**src/rtl/demux_scan_ctrl_if.sv**
```systemverilog
// rtl/demux_scan_ctrl_if.sv - word handshake between upstream source and demux_scan_ctrl
interface demux_scan_ctrl_if;
  logic       in_valid;
  logic       in_ready;
  logic [7:0] in_data;

  modport master (output in_valid, output in_data, input in_ready);
  modport slave  (input in_valid, input in_data, output in_ready);
endinterface

```
**src/rtl/demux_scan_ctrl.sv**
```systemverilog
// rtl/demux_scan_ctrl.sv - serialises an 8-bit word onto demux_1x8 data_in/sel, one channel per hold window
module demux_scan_ctrl #(
  parameter int HOLD_CYCLES = 4,
  parameter int HOLD_W      = 8
) (
  input  logic                clk,
  input  logic                rst,
  demux_scan_ctrl_if.slave    up,
  input  logic                abort,
  output logic                data_in,
  output logic [2:0]          sel,
  output logic                busy,
  output logic                chan_strobe,
  output logic                done
);

  typedef enum logic [1:0] {IDLE, SCAN, DONE} state_t;

  localparam logic [HOLD_W-1:0] HOLD_LAST = HOLD_W'(HOLD_CYCLES - 1);

  state_t            state;
  logic [7:0]        word;
  logic [HOLD_W-1:0] cnt;
  logic [2:0]        sel_next;

  assign up.in_ready = (state == IDLE) && !rst;

  always_comb begin
    sel_next = sel + 3'd1;
  end

  always_ff @(posedge clk) begin
    if (rst) begin
      state       <= IDLE;
      word        <= 8'h00;
      cnt         <= '0;
      sel         <= 3'd0;
      data_in     <= 1'b0;
      busy        <= 1'b0;
      chan_strobe <= 1'b0;
      done        <= 1'b0;
    end else begin
      chan_strobe <= 1'b0;
      done        <= 1'b0;
      case (state)
        IDLE: begin
          if (up.in_valid) begin
            state       <= SCAN;
            word        <= up.in_data;
            cnt         <= '0;
            sel         <= 3'd0;
            data_in     <= up.in_data[0];
            busy        <= 1'b1;
            chan_strobe <= 1'b1;
          end
        end
        SCAN: begin
          // abort wins over both channel advance and the exit to DONE
          if (abort) begin
            state   <= IDLE;
            cnt     <= '0;
            sel     <= 3'd0;
            data_in <= 1'b0;
            busy    <= 1'b0;
          end else if (cnt == HOLD_LAST) begin
            cnt <= '0;
            if (sel != 3'd7) begin
              sel         <= sel_next;
              data_in     <= word[sel_next];
              chan_strobe <= 1'b1;
            end else begin
              state   <= DONE;
              sel     <= 3'd0;
              data_in <= 1'b0;
              done    <= 1'b1;
            end
          end else begin
            cnt <= cnt + 1'b1;
          end
        end
        DONE: begin
          state <= IDLE;
          busy  <= 1'b0;
        end
        default: begin
          state   <= IDLE;
          cnt     <= '0;
          sel     <= 3'd0;
          data_in <= 1'b0;
          busy    <= 1'b0;
        end
      endcase
    end
  end

endmodule

```
**src/flat_wrapper.sv**
```systemverilog
// flat-port wrapper written by rule: the top's interface ports become plain ports
module demux_scan_ctrl_flat 
#(
  parameter int HOLD_CYCLES = 4,
  parameter int HOLD_W      = 8
)
  (clk, rst, abort, data_in, sel, busy, chan_strobe, done, up_in_valid, up_in_data, up_in_ready);
  demux_scan_ctrl_if up_i ();
  input  logic clk;
  input  logic rst;
  input  logic abort;
  output logic data_in;
  output logic [2:0] sel;
  output logic busy;
  output logic chan_strobe;
  output logic done;
  input wire logic [$bits(up_i.in_valid)-1:0] up_in_valid;
  input wire logic [$bits(up_i.in_data)-1:0] up_in_data;
  output wire logic [$bits(up_i.in_ready)-1:0] up_in_ready;
  assign up_i.in_valid = up_in_valid;
  assign up_i.in_data = up_in_data;
  assign up_in_ready = up_i.in_ready;
  demux_scan_ctrl #(.HOLD_CYCLES(HOLD_CYCLES), .HOLD_W(HOLD_W)) u_core (.clk(clk), .rst(rst), .up(up_i), .abort(abort), .data_in(data_in), .sel(sel), .busy(busy), .chan_strobe(chan_strobe), .done(done));
endmodule
```
**config.mk**
```make
export PLATFORM = sky130hd
export DESIGN_NAME = demux_scan_ctrl_flat
export DESIGN_NICKNAME = d
export VERILOG_FILES = /design/src/rtl/demux_scan_ctrl_if.sv /design/src/rtl/demux_scan_ctrl.sv /design/src/flat_wrapper.sv
export SDC_FILE = /design/constraint.sdc
export NUM_CORES = 1
export LEC_CHECK = 0
export BUFFER_PORTS_ARGS = -buffer_cell sky130_fd_sc_hd__buf_4
export CORE_ASPECT_RATIO = 1.1
export CORE_UTILIZATION = 55
export CTS_BUF_LIST = sky130_fd_sc_hd__clkbuf_8
export DETAILED_ROUTE_END_ITERATION = 8
export PLACE_DENSITY = 0.83
export SLEW_MARGIN = 20
export SYNTH_ARGS = -nofsm -noshare
export SYNTH_HDL_FRONTEND = slang
export SYNTH_SLANG_ARGS = --single-unit
```
**constraint.sdc**
```tcl
create_clock -name clk -period 4.29 [get_ports clk]
set_input_delay 1.0725 -clock clk [delete_from_list [all_inputs] [get_ports clk]]
set_output_delay 1.0725 -clock clk [all_outputs]
set_load 0.01 [all_outputs]
```
Word level (Yosys, flattened, before mapping)
Index checks and enable logic that the tools add are counted.

word-level totals
  bits in read-only memories = 0
  latch bits = 0
  memories kept = 0
  memory bits (writable) = 0
  input port bits = 12
  output and inout bits = 8
  register bits = 25

operators by class
  add/sub/neg operators = 2
  magnitude comparators = 1
  equal/unequal tests = 8
  div/mod/pow operators = 0
  $mul = 0
  bitwise gates (word level) = 3
  multiplexer cells = 30
  shift-type cells = 0
  reductions and logical operators = 9

operators with widths
  kind                   count
  $mux W8                3
  $pmux W8 S3            1
  $mux W1                12
  $mux W3                4
  $pmux W3 S3            1
  $add A8 B1 Y8 const B  1
  $eq A8 B2 Y1 const B   1
  $mux W2                4
  $ne A3 B3 Y1 const B   2
  $reduce_and A2 Y1      3
  $reduce_and A3 Y1      2
  $lt A3 B4 Y1 const B   1
  $ne A2 B2 Y1 const B   2
  $pmux W1 S2            2
  $pmux W2 S2            1
  $reduce_or A4 Y1       1
  $add A3 B1 Y3 const B  1
  $bmux W1 S3            1
  $ne A3 B2 Y1 const B   1
  $not A1 Y1             3
  $pmux W1 S3            1
  $eq A2 B1 Y1 const B   1
  $eq A2 B2 Y1 const B   1
  $logic_not A2 Y1       1
  2 further kinds        2

Logic depth before layout (Yosys ltp)
Gate-level depths: netlist (run 1).

  depth after elaboration = 7
  gate-level depth with buffers = 6

Worst setup path before layout (run 1)
No wires, ideal clock.

  path kind = in2out
  from = input rst
  to = output up_in_ready
  stages on the path = 2
  path slack = 1.645 ns
  path buffers = 1
  data arrival time = 1.572 ns
  cell sequence = clkbuf_1 > nor3_1

on the way
  longest elaborated chain between the ends = 2

RTL lines
  item                 RTL line               text
  start: declaration   flat_wrapper.sv:10     input logic rst;
  $logic_not A1 Y1     demux_scan_ctrl.sv:26  assign up.in_ready = (state == IDLE) && !rst;
  $logic_and A1 B1 Y1  demux_scan_ctrl.sv:26
  end: declaration     flat_wrapper.sv:19     output wire logic [$bits(up_i.in_ready)-1:0] up_in_ready;

No other way between the ends.

Worst setup path in the final report (run 1)
Same ends and word-level chain as after synthesis.

==> flow_summary.yaml, run 1 <==
run_status:
  status: "finished, final reports clean"
synthesis:
  yosysWarnings: 0
  syn_area_sq_mm: 0.00115
  synth-async-reset-ratio: 0
  ys.flop_type: "dfxtp_1"
  synth-edff-count: 0
  seq_area_frac_synth: 0.434
  syn_inst: 117
  syn_nets: 132
  ys_ff_latch: 25
  synthDistinctLibCells: 30
  syn_area_per_cell_sq_um: 9.85
setup_path:
  cpMostUsedCell: "buf_4"
  crit_type: "in2out"
  cp_slowest_cell: "nor3_1"
  path_buf_inv: 2
  start_kind: "input pin"
  critical_path.max_stage_delay_ns: 0.23
  endpoint_kind: "output pin"
  critical-path-top-delay-family: "buffers and inverters"
  path_cells: "buf_4 > nor3_1 > buf_4"
  crit_required_ns: 3.22
  critPathMaxFanout: 28
  cp.arrival_ns: 1.68
detailed_routing:
  dr.first_iter.drc_count: 25
  via_per_inst: 5.88
  first_pass_iters: 5
  antenna_left: 0
  drc: 0
  vias: 952
  wl_per_cell_um: 15.3
  drt_wl_total_um: 2480
placement:
  routabilityCongestion: 0.835
  io_buffers: 19
  placed_cell_area_sq_mm: 0.00131
  hpwl_um: 1610
  preCtsSetupSlack_ns: 1.36
clock_tree:
  path_clk_slew_ns: 0.09
  cts_tree: "done"
  ctsHoldBuffers: 0
  cts_sinks: 25
  cts-resized-gates: 0
  htreeDepth: 1
  clockBufferDepth: 2
  clk_latency_ns: 0.27
  root_buffer: "clkbuf_8"
  cts_buffers: 3
  postCtsSetupBuffers: 0
timing:
  timing.hold.ws_ns: 0.497
  fin_crit_sh: 0.643
  setup_viol: 0
  finalHoldViolations: 0
  worstMarginPinSlew_ns: 1.05
  period_minus_slack_ns: 2.76
  relSlewSlack: 0.299
  rsz0062_at_grt: "false"
  tns_ns: 0
  drv_slew: 0
  fmax_mhz: 363
  fin_skew_ns: 0.00678
  fin_ws_ns: 1.53
grt:
  grt_pass1_wl_um: 4020
  grt.overflow.total: 0
  first_global_vias: 908
  grt.total_usage: 0.243
  antenna_found_initial: 0
  grt_max_degree: 29
power_and_ir_drop:
  power.density_mw_per_mm2: 321
  peakVddDrop_uv: 198
  cellLeakagePower_nw: 0.548
floorplanning:
  row_count: 17
  start_util: 0.576
  die_area_sq_mm: 0.00228
  num_io_pins: 20
  fp.dieH_um: 50.0
  die_width_um: 45.6
  core_sq_mm: 0.00200
cells_and_area:
  area_growth_syn_to_layout_pct: 17.3
  antennaDiodeCount: 0
  finish.instance_area_sq_mm: 0.00135
  drive_above_1_share: 0.231
  final_util: 0.676
  fin_nets: 150
  n_fill_cell: 172
run:
  drv_cap: 0
min_path:
  hp-class: "reg2reg"
[cells in the mapped netlist, types with 3 or more instances]
library cell	number	area [sq um]
dfxtp_1	25	500
nor2_1	15	56.3
mux2i_1	10	100
nor3_1	9	45.0
xor2_1	6	52.6
nor2b_1	5	31.3
o21ai_0	5	25.0
a21oi_1	4	20.0
o2111ai_1	4	35.0
clkbuf_1	3	11.3
ha_1	3	37.5
nand3_1	3	15.0
[where the power goes]
part / switching (W) / total, W / internal [W]
clock: 0.0000743 / 0.000139 / 0.0000649
combinational: 0.0000249 / 0.0000488 / 0.0000239
sequential: 0.00000602 / 0.000246 / 0.000240
[routing by layer]
| metal | vias to the layer above | share of wire | global-route usage |
|---|---|---|---|
| li1 | 456 | - | - |
| met1 | 447 | 0.43 | 0.294 |
| met2 | 39 | 0.49 | 0.395 |
| met3 | 10 | 0.050 | 0.0513 |
| met4 | 0 | 0.024 | 0.116 |
| met5 | - | 0 | 0 |
[worst paths after layout]
kind / start / to / slack (ns) / cells after the start
setup / recovery: rst / up_in_ready / 1.53 / 3
hold / removal: u_core.word[6]$_SDFFE_PP0P_ / u_core.word[6]$_SDFFE_PP0P_ / 0.50 / 2
setup reg to reg: u_core.state[1]$_SDFFE_PP0P_ / u_core.word[1]$_SDFFE_PP0P_ / 2.05 / 4
hold reg to reg: u_core.word[6]$_SDFFE_PP0P_ / u_core.word[6]$_SDFFE_PP0P_ / 0.50 / 2
[final cells by class]
class	count	area (sq um)	area share
multi-input cells	85	623	0.461
repair buffers	19	143	0.106
well taps	28	35.0	0.0259
clock buffers	3	41.3	0.0306
clock inverters	1	5.00	0.00370
flip-flops and latches	25	500	0.370
inverters	1	3.75	0.00278
[state kept, by name (all words and copies together), names as in the netlist]
signal              count
u_core.cnt              8
u_core.word             8
u_core.sel              3
u_core.state            2
u_core.busy             1
u_core.chan_strobe      1
u_core.data_in          1
u_core.done             1
[cells by family after synthesis]
kind of cell | synth area share
simple gates | 0.217
xor+xnor | 0.0456
flops | 0.434
fa+ha+maj | 0.0326
buf+inv | 0.0250
compound gates | 0.106
mux | 0.139
[per-stage QoR]
stage               power, W  cells
floorplan           0.000281    117
global placement    0.000297    158
detailed placement  0.000299    158
CTS                 0.000434    162
global route        0.000450    162
finish              0.000434    162
[placed cells by master, fill, tap and decap left out, types with 4 or more instances in the layout]
cell       count
a21oi_1        4
buf_4         19
dfxtp_1       25
mux2i_1       10
nor2_1        15
nor2b_1        5
nor3_1         9
o2111ai_1      4
o21ai_0        5
xor2_1         6
[worst register-to-register path, stage by stage, from the launching register on]
cell and delay [ns]:
dfxtp_1 0.39, nor2b_1 0.46, nor2b_1 0.90, mux2i_1 0.31, nor2_1 0.07
Note: power is estimated with default switching activity, not from simulation.
==> inputs of run 2 (changes only) <==
Settings changed: CORE_UTILIZATION 55 to 51, PLACE_DENSITY 0.83 to 0.81.
Clock period 4.29 ns to 2.4 ns, I/O delays scaled along.
==> flow_summary.yaml, run 2 (synthesis gave the netlist of run 1 again) <==
floorplanning:
  die_width_um: 47.3
  num_io_pins: 20
  row_count: 17
  core_sq_mm: 0.00206
  start_util: 0.559
  die_area_sq_mm: 0.00245
  fp.dieH_um: 51.9
setup_path:
  cp.arrival_ns: 2.03
  start_kind: "flop"
  critPathMaxFanout: 6
  crit_type: "reg2reg"
  critical_path.max_stage_delay_ns: 0.51
  cp_slowest_cell: "mux4_2"
  path_cells: "ha_1 > mux4_2 > mux2i_1 > o31ai_1 > mux2_4"
  path_buf_inv: 0
  critical-path-top-delay-family: "multiplexers"
  crit_required_ns: 2.56
  endpoint_kind: "flop"
timing:
  period_minus_slack_ns: 1.86
  finalHoldViolations: 0
  tns_ns: 0
  drv_slew: 0
  worstMarginPinSlew_ns: 0.398
  relSlewSlack: 0.734
  setup_viol: 0
  fmax_mhz: 537
  fin_skew_ns: 0.00140
  fin_crit_sh: 0.776
  rsz0062_at_grt: "false"
detailed_routing:
  vias: 976
  first_pass_iters: 4
  via_per_inst: 5.92
  wl_per_cell_um: 15.4
  dr.first_iter.drc_count: 32
  drt_wl_total_um: 2530
  antenna_left: 0
  drc: 0
run_status:
  status: "finished, final reports clean"
cells_and_area:
  fin_nets: 153
  drive_above_1_share: 0.248
  antennaDiodeCount: 0
  reg.largest.list: "u_core.cnt: 8 flops, u_core.word: 8 flops, u_core.sel: 3 flops"
  area_growth_syn_to_layout_pct: 19.2
  finish.instance_area_sq_mm: 0.00137
  final_common_cell: "dfxtp_1"
  most-common-layout-cells: "25 x dfxtp_1, 22 x buf_4, 15 x nor2_1"
run:
  drv_cap: 0
grt:
  grt_max_degree: 29
  grt.overflow.total: 0
  first_global_vias: 911
  grt_pass1_wl_um: 4220
  grt.total_usage: 0.246
  antenna_found_initial: 0
clock_tree:
  cts-resized-gates: 0
  cts_buffers: 3
  root_buffer: "clkbuf_8"
  clk_latency_ns: 0.26
  path_clk_slew_ns: 0.09
  cts_tree: "done"
  cts_sinks: 25
  ctsHoldBuffers: 0
  htreeDepth: 1
  postCtsSetupBuffers: 0
  clockBufferDepth: 2
min_path:
  hp-class: "reg2reg"
placement:
  hpwl_um: 1740
  io_buffers: 19
  placed_cell_area_sq_mm: 0.00133
  routabilityCongestion: 0.756
power_and_ir_drop:
  peakVddDrop_uv: 343
  power.density_mw_per_mm2: 568
  cellLeakagePower_nw: 0.563
==> run 2: cell types whose count changed in the layout (fill, tap and decap cells not counted) <==
cell,delta
buf_4,+3
==> run 2: per-stage QoR <==
step | power, W | setup WS, ns | cells | hold WS, ns | utilization
finish | 0.000780 | 0.537 | 165 | 0.505 | 0.666
global route | 0.000815 | 0.448 | 165 | 0.515 | 0.666
CTS | 0.000779 | 0.545 | 165 | 0.506 | 0.666
detailed placement | 0.000540 | 0.528 | 161 | 0.486 | 0.643
global placement | 0.000536 | 0.550 | 161 | 0.479 | 0.643
floorplan | 0.000503 | 0.626 | 117 | 0.455 | -
==> run 2: final timing paths <==
kind | endpoint | depth (start not counted) | slack [ns] | startpoint
max reg2reg | u_core.data_in$_SDFFE_PP0P_ | 5 | 0.54 | u_core.sel[0]$_SDFFE_PP0P_
min reg2reg | u_core.word[3]$_SDFFE_PP0P_ | 2 | 0.51 | u_core.word[3]$_SDFFE_PP0P_
min | u_core.word[3]$_SDFFE_PP0P_ | 2 | 0.51 | u_core.word[3]$_SDFFE_PP0P_
max | u_core.data_in$_SDFFE_PP0P_ | 5 | 0.54 | u_core.sel[0]$_SDFFE_PP0P_
==> run 2: layout make-up <==
class / instances / area [sq um]
clock inverter: 1 / 5.00
sequential: 25 / 500
tap: 28 / 35.0
fill: 165 / 689
clock buffer: 3 / 41.3
timing repair buffer: 22 / 165
inverter: 1 / 3.75
multi-input combinational: 85 / 623
==> run 2: worst register-to-register path: cells and delay by family, from the launching register on <==
family / cells / cell delay [ns]
flip-flops: 1 / 0.38
adder cells (fa/ha/maj): 1 / 0.36
AO/OA/AOI/OAI: 1 / 0.08
multiplexers: 3 / 0.94
==> run 2: layer usage <==
layer / GRT usage / routed length [um]
met2: 0.386 / 1290
met1: 0.330 / 1100
met5: 0 / 0
met4: 0.110 / 72
met3: 0.0313 / 72
==> run 2: report_power, final <==
group	switching [W]	internal [W]	leakage [nW]
combinational	0.0000451	0.0000458	0.333
clock	0.000132	0.000116	0.0255
sequential	0.0000117	0.000429	0.204
total	0.000189	0.000591	0.563
==> inputs of run 3 (changes only) <==
Settings changed: ABC_AREA set to 1, CORE_UTILIZATION 51 to 52.
Clock period 2.4 ns to 1.59 ns, I/O delays scaled along.
==> flow_summary.yaml, run 3 <==
synthesis:
  yosysWarnings: 0
  syn_area_sq_mm: 0.00121
  seq_area_frac_synth: 0.414
  ys.flop_type: "dfxtp_1"
  synth-edff-count: 0
  syn_inst: 161
  synth-async-reset-ratio: 0
  synth.top_cell.area_share: 0.414
  synthDistinctLibCells: 26
  syn_nets: 176
  synth.area.top_cells: "dfxtp_1 41%, nand2_1 9.0%, inv_1 6.5%, a21oi_1 6.2%, nand3_1 5.8%"
  netlist_top_cells_count: "29 x nand2_1, 25 x dfxtp_1, 21 x inv_1"
  ys_ff_latch: 25
  yosysMostFrequentCell: "nand2_1"
  syn_area_per_cell_sq_um: 7.51
  synth_largest_area_cell: "dfxtp_1"
detailed_routing:
  via_per_inst: 5.04
  antenna_left: 0
  first_pass_iters: 5
  wl_per_cell_um: 11.4
  drc: 0
  drt_wl_total_um: 2400
  dr.first_iter.drc_count: 17
  vias: 1058
floorplanning:
  core_sq_mm: 0.00211
  num_io_pins: 20
  row_count: 17
  start_util: 0.575
  fp.dieH_um: 52.6
  die_area_sq_mm: 0.00252
  die_width_um: 48.0
clock_tree:
  clk_latency_ns: 0.27
  cts_tree: "done"
  cts_sinks: 25
  cts-resized-gates: 0
  cts_buffers: 3
  root_buffer: "clkbuf_8"
  path_clk_slew_ns: 0.08
  ctsHoldBuffers: 0
  htreeDepth: 1
  clockBufferDepth: 2
  postCtsSetupBuffers: 0
placement:
  io_buffers: 19
  routabilityCongestion: 0.847
  hpwl_um: 1840
  preCtsSetupSlack_ns: 0.182
setup_path:
  critical_path.max_stage_delay_ns: 0.40
  worstRegToRegCells: 8
  cp.arrival_ns: 1.03
  critPathMaxFanout: 3
  endpoint_kind: "output pin"
  start_kind: "flop"
  cp_slowest_cell: "dfxtp_1"
  crit_type: "reg2out"
  path_cells: "inv_1 > nand2_1 > nor2_1 > buf_4"
  crit_required_ns: 1.19
min_path:
  hp-class: "in2reg"
  hold_depth: 2
timing:
  fmax_mhz: 701
  fin_crit_sh: 0.898
  fin_ws_ns: 0.163
  finalHoldViolations: 0
  tns_ns: 0
  relSlewSlack: 0.808
  worstMarginPinSlew_ns: 0.287
  setup_viol: 0
  drv_slew: 0
  period_minus_slack_ns: 1.43
  rsz0062_at_grt: "false"
  fin_skew_ns: 0.00488
grt:
  antenna_found_initial: 0
  grt.overflow.total: 0
  grt.total_usage: 0.217
  first_global_vias: 967
  grt_pass1_wl_um: 3800
  grt_max_degree: 18
power_and_ir_drop:
  peakVddDrop_uv: 606
  p_comb_frac: 0.123
  power.share.clock: 0.312
  power_frac_seq: 0.565
  power.total_w: 0.00117
  p_switching_w: 0.000287
  cellLeakagePower_nw: 0.605
  p_sw_frac: 0.245
  power.density_mw_per_mm2: 824
  p_int_w: 0.000883
run_status:
  status: "finished, final reports clean"
cells_and_area:
  reg.largest.list: "u_core.cnt: 8 flops, u_core.word: 8 flops, u_core.sel: 3 flops"
  final_common_cell: "nand2_1"
  fin_nets: 198
  drive_above_1_share: 0.231
  antennaDiodeCount: 0
  most-common-layout-cells: "29 x nand2_1, 25 x dfxtp_1, 22 x inv_1"
  area_growth_syn_to_layout_pct: 17.4
  n_fill_cell: 199
  final_util: 0.674
run:
  drv_cap: 0
==> run 3: worst paths after layout <==
check / startpoint / end / slack, ns
hold / removal: rst / u_core.sel[1]$_SDFFE_PP0P_ / 0.36
setup / recovery: u_core.state[1]$_SDFFE_PP0P_ / up_in_ready / 0.16
setup reg to reg: u_core.sel[0]$_SDFFE_PP0P_ / u_core.data_in$_SDFFE_PP0P_ / 0.18
hold reg to reg: u_core.word[3]$_SDFFE_PP0P_ / u_core.word[3]$_SDFFE_PP0P_ / 0.46
==> run 3: cell families after synthesis <==
kind of cell,count (synthesis),share of synthesized area
and+or+nand+nor,74,0.306
AOI/OAI and AO/OA,31,0.151
buffers and inverters,27,0.0910
DFF,25,0.414
adders and majority gates,3,0.0310
xor gates and xnor gates,1,0.00724
==> run 3: power groups by stage <==
stage	combinational [W]	sequential (W)	clock, W
2_1_floorplan	0.0000932	0.000676	0
3_3_place_gp	0.000139	0.000675	0
3_5_place_dp	0.000144	0.000676	0
4_1_cts	0.000145	0.000661	0.000372
5_1_grt	0.000162	0.000665	0.000398
6_report	0.000144	0.000661	0.000365
==> run 3: layout make-up <==
class	instances	area (sq um)	share of cell area
well taps	28	35.0	0.0247
inverters	24	90.1	0.0634
flip-flops and latches	25	500	0.352
repair buffers	20	150	0.106
clock buffers	3	41.3	0.0291
multi-input cells	109	599	0.422
clock inverters	1	3.75	0.00264
==> run 3: routing by layer <==
| layer | GRT usage | vias up | part of all wire |
|---|---|---|---|
| met5 | 0 | - | 0 |
| met4 | 0.0972 | 0 | 0.023 |
| met3 | 0.0552 | 7 | 0.033 |
| met2 | 0.363 | 16 | 0.48 |
| met1 | 0.252 | 478 | 0.46 |
| li1 | - | 557 | - |
==> run 3: metrics by stage <==
stage                     area (sq um)  std cells  hold slack [ns]
after floorplan                   1210        161            0.429
after global placement            1380        206            0.442
after detailed placement          1380        206            0.456
after CTS                         1420        210            0.354
after global routing              1420        210            0.357
final                             1420        210            0.356
==> run 3: worst max-delay path, delay by kind of cell (launching register included) <==
kind	cells	cell delay [ns]
AND/OR/NAND/NOR	2	0.15
buffers and inverters	2	0.21
flip-flops	1	0.40
